File: config.mk
export PLATFORM = sky130hd
export DESIGN_NAME = prog_loader
export DESIGN_NICKNAME = d
export VERILOG_FILES = /design/src/rtl/prog_loader.sv
export SDC_FILE = /design/constraint.sdc
export NUM_CORES = 1
export LEC_CHECK = 0
export ABC_CLOCK_PERIOD_IN_PS = 5500
export BUFFER_PORTS_ARGS = -buffer_cell sky130_fd_sc_hd__buf_2
export CORE_UTILIZATION = 35
export DETAILED_ROUTE_END_ITERATION = 7
export MAX_ROUTING_LAYER = met4
export PLACE_DENSITY_LB_ADDON = 0.25
export SLEW_MARGIN = 20
export SYNTH_ARGS = -nofsm -noshare
export SYNTH_HDL_FRONTEND = slang
export SYNTH_SLANG_ARGS = --single-unit
File: constraint.sdc
create_clock -name Clock -period 5.5 [get_ports Clock]
set_input_delay 0.825 -clock Clock [delete_from_list [all_inputs] [get_ports Clock]]
set_output_delay 0.825 -clock Clock [all_outputs]
set_load 0.02 [all_outputs]
File: src/rtl/prog_loader.sv
// Program loader: turns a big-endian byte stream (16-bit word count, then words)
// into sequential instruction-memory writes, then releases the processor.
module prog_loader #(
    parameter int ADDR_W  = 8,
    parameter int TIMEOUT = 1000,
    parameter int CNT_W   = 16
) (
    input  logic              Clock,
    input  logic              Resetn,
    input  logic              start,
    input  logic              byte_valid,
    input  logic [7:0]        byte_data,
    output logic              byte_ready,
    output logic [ADDR_W-1:0] mem_addr,
    output logic [15:0]       mem_data,
    output logic              mem_wren,
    output logic              proc_resetn,
    output logic              Run,
    input  logic              Done,
    output logic              busy,
    output logic              err,
    output logic [CNT_W-1:0]  retired
);

    localparam int TO_W = $clog2(TIMEOUT + 1);

    typedef enum logic [2:0] {
        S_IDLE,
        S_LEN_HI,
        S_LEN_LO,
        S_DATA_HI,
        S_DATA_LO,
        S_WRITE,
        S_RUN,
        S_ERR
    } state_t;

    state_t             state_q;
    logic [15:0]        len_q;
    logic [ADDR_W-1:0]  index_q;
    logic [TO_W-1:0]    to_cnt_q;
    logic               ready_q;
    logic               wren_q;
    logic [ADDR_W-1:0]  addr_q;
    logic [15:0]        data_q;
    logic               proc_resetn_q;
    logic               run_q;
    logic               busy_q;
    logic               err_q;
    logic [CNT_W-1:0]   retired_q;

    logic               accept;
    logic [15:0]        len_d;
    logic               len_bad;
    logic               last_word;
    logic               to_expire;

    assign accept    = byte_valid && ready_q;
    assign len_d     = {len_q[15:8], byte_data};
    assign len_bad   = (len_d == 16'd0) || (32'(len_d) > (32'd1 << ADDR_W));
    assign last_word = (32'(index_q) + 32'd1) == 32'(len_q);
    assign to_expire = (to_cnt_q == TO_W'(TIMEOUT - 1));

    always_ff @(posedge Clock or negedge Resetn) begin
        if (!Resetn) begin
            state_q       <= S_IDLE;
            len_q         <= '0;
            index_q       <= '0;
            to_cnt_q      <= '0;
            ready_q       <= 1'b0;
            wren_q        <= 1'b0;
            addr_q        <= '0;
            data_q        <= '0;
            proc_resetn_q <= 1'b0;
            run_q         <= 1'b0;
            busy_q        <= 1'b0;
            err_q         <= 1'b0;
            retired_q     <= '0;
        end else begin
            wren_q <= 1'b0;
            case (state_q)
                S_IDLE: begin
                    if (start) begin
                        state_q       <= S_LEN_HI;
                        index_q       <= '0;
                        err_q         <= 1'b0;
                        proc_resetn_q <= 1'b0;
                        run_q         <= 1'b0;
                        ready_q       <= 1'b1;
                        busy_q        <= 1'b1;
                    end
                end
                S_LEN_HI: begin
                    if (accept) begin
                        len_q[15:8] <= byte_data;
                        state_q     <= S_LEN_LO;
                    end
                end
                S_LEN_LO: begin
                    if (accept) begin
                        len_q[7:0] <= byte_data;
                        if (len_bad) begin
                            state_q <= S_ERR;
                            err_q   <= 1'b1;
                            ready_q <= 1'b0;
                            busy_q  <= 1'b0;
                        end else begin
                            state_q <= S_DATA_HI;
                        end
                    end
                end
                S_DATA_HI: begin
                    if (accept) begin
                        data_q[15:8] <= byte_data;
                        state_q      <= S_DATA_LO;
                    end
                end
                S_DATA_LO: begin
                    if (accept) begin
                        data_q[7:0] <= byte_data;
                        state_q     <= S_WRITE;
                        wren_q      <= 1'b1;
                        addr_q      <= index_q;
                        ready_q     <= 1'b0;
                    end
                end
                S_WRITE: begin
                    if (last_word) begin
                        state_q       <= S_RUN;
                        proc_resetn_q <= 1'b1;
                        run_q         <= 1'b1;
                        busy_q        <= 1'b0;
                        retired_q     <= '0;
                    end else begin
                        index_q <= index_q + ADDR_W'(1);
                        state_q <= S_DATA_HI;
                        ready_q <= 1'b1;
                    end
                end
                S_RUN: begin
                    if (Done && (retired_q != {CNT_W{1'b1}})) begin
                        retired_q <= retired_q + CNT_W'(1);
                    end
                    if (start) begin
                        state_q       <= S_LEN_HI;
                        index_q       <= '0;
                        proc_resetn_q <= 1'b0;
                        run_q         <= 1'b0;
                        ready_q       <= 1'b1;
                        busy_q        <= 1'b1;
                    end
                end
                S_ERR: begin
                    if (start) begin
                        state_q <= S_LEN_HI;
                        index_q <= '0;
                        err_q   <= 1'b0;
                        ready_q <= 1'b1;
                        busy_q  <= 1'b1;
                    end
                end
                default: state_q <= S_IDLE;
            endcase

            // ready_q is high exactly in the byte-accepting states, so it gates the stall timer
            if (ready_q) begin
                if (accept) begin
                    to_cnt_q <= '0;
                end else if (to_expire) begin
                    to_cnt_q <= '0;
                    state_q  <= S_ERR;
                    err_q    <= 1'b1;
                    ready_q  <= 1'b0;
                    busy_q   <= 1'b0;
                end else begin
                    to_cnt_q <= to_cnt_q + TO_W'(1);
                end
            end
        end
    end

    assign byte_ready  = ready_q;
    assign mem_addr    = addr_q;
    assign mem_data    = data_q;
    assign mem_wren    = wren_q;
    assign proc_resetn = proc_resetn_q;
    assign Run         = run_q;
    assign busy        = busy_q;
    assign err         = err_q;
    assign retired     = retired_q;

endmodule
==> flow_summary_export.csv <==
group,metric,value,unit
floorplanning,die_area,12200,µm²
synthesis,post-synth-top-area-fraction,0.499,
sta,worstMarginPinSlew,0.777,ns
synthesis,yosys_warnings,0,
power,clkPwrFrac,0.286,
floorplanning,die_h,110,µm
floorplanning,core_area,11400,µm²
synthesis,yosysMostFrequentCell,"dfrtp_1",
power,netSwitchingFraction,0.349,
clock_tree,clock_tree.htree_level_count,3,
power,power_report.internal_total,0.00148,W
synthesis,synth-seq-area-share,0.499,
sta,worst_slew_margin_rel,0.480,
grt,first_global_vias,2991,
synthesis,synth.cell_area,4120,µm²
power,ir_worst_vdd,0.248,mV
drt,ant_nets,0,
setup_path,critical_path.startpoint_type,"register",
drt,detail_route.wl_per_cell,15.6,µm
floorplanning,fp.dieW,110,µm
synthesis,synth_edf_count,0,
drt,detailedRoute.firstPassIterationCount,4,
floorplanning,num_io_pins,59,
clock_tree,ctsLongestPathBuffers,2,
setup_path,timing.critical_path.to_type,"register",
placed_design,portBuffers,58,
layout,drive_above_1_share,0.296,
drt,totalWireLength,9090,µm
synthesis,synth.top_cells.by_count,"dfrtp_1, mux2_2, nor2_1",
min_path,holdCritStartpoint,"to_cnt_q[9]$_DFFE_PN0P_",
synthesis,synth.net_count,400,
sta,finalMaxSlewViolations,0,
grt,grt_pass1_wl,15600,µm
setup_path,crit_fanout,22,
grt,maximum_number_of_pins_on_one_net_before_global_route_repair,83,
synthesis,synth-xor-area-share,0.0490,
run_status,run_status,"finished, final reports clean",
synthesis,syn_avg_cell_area,10.7,µm²
power,total_switching_power,0.000790,W
sta,final.hold.worst_slack,0.499,ns
grt,antenna_found_initial,0,
setup_path,crit_start,"index_q[0]$_DFFE_PN0P_",
synthesis,synth_cell_types,61,
sta,fmaxAchievable,395,MHz
placed_design,detailedPlacementHpwl,6120,µm
grt,track_usage,0.166,
drt,detailroute.via_count,3074,
clock_tree,clock-sinks,82,
floorplanning,core.rowCount,39,
setup_path,setup.worst_path.class,"reg -> reg",
setup_path,critical_path.reg2reg.startpoint,"index_q[0]$_DFFE_PN0P_",
synthesis,ys_ff_latch,82,
layout,seq_area,2050,µm²
clock_tree,postCtsHoldBufs,0,
power,pwr_density_cell,470,nW/µm²
power,combPwrFrac,0.293,
grt,globalRouteOverflowTotal,0,
setup_path,arrival_time_at_the_worst_endpoint,2.75,ns
clock_tree,insertion_delay,0.34,ns
sta,layout_min_cycle_time,2.53,ns
drt,drcViolationCount,0,
placed_design,gp_routability_congestion,0.816,
sta,period_share,0.461,
layout,diodes,0,
synthesis,dominantRegCellSynth,"dfrtp_1",
clock_tree,numCtsBuffers,9,
clock_tree,cts.root.buffer_cell,"clkbuf_16",
synthesis,synthDominantAreaCellType,"dfrtp_1",
run,max_cap_viol_count,0,
drt,routed_via_density,5.28,
synthesis,mux_contribution_to_synthesized_area,0.119,
synthesis,post_synth_fa_ha_maj_area_fraction,0.00912,
floorplanning,initial_core_util,0.360,
clock_tree,post_cts_buffers,0,
sta,grt_setup_unrepaired,"false",
drt,drtIter0Drc,181,
synthesis,synthesis.instances,384,
power,leakagePower,2.18,nW
placed_design,preCtsSetupSlack,3.00,ns
sta,final-setup-viol-count,0,
sta,timing.setup.tns,0,ns
layout,finalNetCount,451,
clock_tree,tritoncts,"yes",
synthesis,ys_async_sr_fraction,1.00,
sta,worst_slack,2.97,ns
synthesis,dominant_combinational_cell_family_by_area_after_synthesis,"simple AND/OR/NAND/NOR gates",
sta,finalClockSkew,0.00811,ns
sta,hold_viol_final,0,
layout,multi_input_comb_area,1940,µm²
synthesis,synth_simple_gate_area_frac,0.185,
layout,fillerInstances,1149,
clock_tree,clk_pin_slew_worst_paths,0.06,ns
clock_tree,post_cts_resized,0,
min_path,min-delay-path-class,"reg -> reg",
layout,areaGrowthSynthToFinish,17.1,%
synthesis,main_area_contributors_after_synthesis,"dfrtp_1, mux2_2, xor2_1",
setup_path,required,5.72,ns
synthesis,synth-compound-area-share,0.108,
power,share_seq_of_total_power,0.421,
state kept, by name (all words and copies together) (netlist names):
name        count
Run             1
busy            1
byte_ready      1
err             1
index_q         8
len_q          16
mem_addr        8
mem_data       16
mem_wren        1
retired        16
state_q         3
to_cnt_q       10
metal layers:
| layer | share of wire | wire length [µm] | global-route usage |
|---|---|---|---|
| met4 | 0.011 | 100 | 0.0471 |
| met1 | 0.48 | 4390 | 0.215 |
| met5 | 0 | 0 | - |
| met2 | 0.46 | 4210 | 0.250 |
| met3 | 0.042 | 385 | 0.0510 |
final cells by class:
type | instances | area share
well taps | 143 | 0.0371
flip-flops and latches | 82 | 0.426
multi-input cells | 274 | 0.402
clock buffers | 9 | 0.0467
inverters | 9 | 0.00701
clock inverters | 6 | 0.0187
repair buffers | 59 | 0.0631
cells in the final DEF (no fill, tap or decap), drive strengths merged, types with 3 or more instances in the layout:
| master | n |
|---|---|
| xnor2 | 10 |
| mux2 | 40 |
| or2 | 3 |
| and4 | 3 |
| inv | 11 |
| nand3 | 19 |
| nand3b | 3 |
| dfrtp | 82 |
| o211ai | 7 |
| a21oi | 9 |
| or4 | 8 |
| nor3b | 3 |
| nor2 | 30 |
| ha | 3 |
| o21a | 3 |
| mux2i | 4 |
| o2bb2ai | 4 |
| nand4 | 8 |
| and3 | 6 |
| nor3 | 11 |
| o21ai | 21 |
| xor2 | 13 |
| buf | 59 |
| nand2 | 26 |
| nand2b | 7 |
| nor4 | 4 |
| clkbuf | 9 |
logic make-up after synthesis:
kind of cell	Yosys count
XOR/XNOR	23
multiplexers	44
buffers and inverters	28
AND/OR/NAND/NOR	139
AO/OA/AOI/OAI	65
adder cells (fa/ha/maj)	3
flip-flops	82
critical path: stages, from the launching register on:
cell      delay, ns
dfrtp_1        0.44
ha_1           0.35
nand4_1        0.17
or4_1          0.42
a21oi_1        0.24
o21a_1         0.17
and3_4         0.37
nand2b_1       0.17
o21ai_0        0.08
power groups by stage:
stage / Sequential (W) / Combinational (W) / Clock, W
CTS: 0.000955 / 0.000671 / 0.000669
global placement: 0.000959 / 0.000660 / 0
floorplan: 0.000984 / 0.000443 / 0
finish: 0.000953 / 0.000665 / 0.000649
global route: 0.000984 / 0.000740 / 0.000688
detailed placement: 0.000965 / 0.000668 / 0
per-stage QoR:
| step | cells | area, µm² | power (W) | util |
|---|---|---|---|---|
| after floorplan | 384 | 4120 | 0.00143 | - |
| after global placement | 567 | 4500 | 0.00162 | 0.394 |
| after detailed placement | 567 | 4500 | 0.00163 | 0.394 |
| after CTS | 582 | 4820 | 0.00230 | 0.422 |
| after global routing | 582 | 4820 | 0.00241 | 0.422 |
| final | 582 | 4820 | 0.00227 | 0.422 |
worst paths after layout:
kind / to / slack [ns] / cells past startpoint
min in group asynchronous: to_cnt_q[8]$_DFFE_PN0P_ / 0.51 / 1
setup reg to reg: retired[1]$_DFFE_PN0P_ / 2.97 / 8
hold reg to reg: to_cnt_q[9]$_DFFE_PN0P_ / 0.50 / 1
setup / recovery: retired[1]$_DFFE_PN0P_ / 2.97 / 8
hold / removal: to_cnt_q[9]$_DFFE_PN0P_ / 0.50 / 1
max in group asynchronous: to_cnt_q[5]$_DFFE_PN0P_ / 4.43 / 1
No activity file was read; power rests on OpenSTA's default activity.
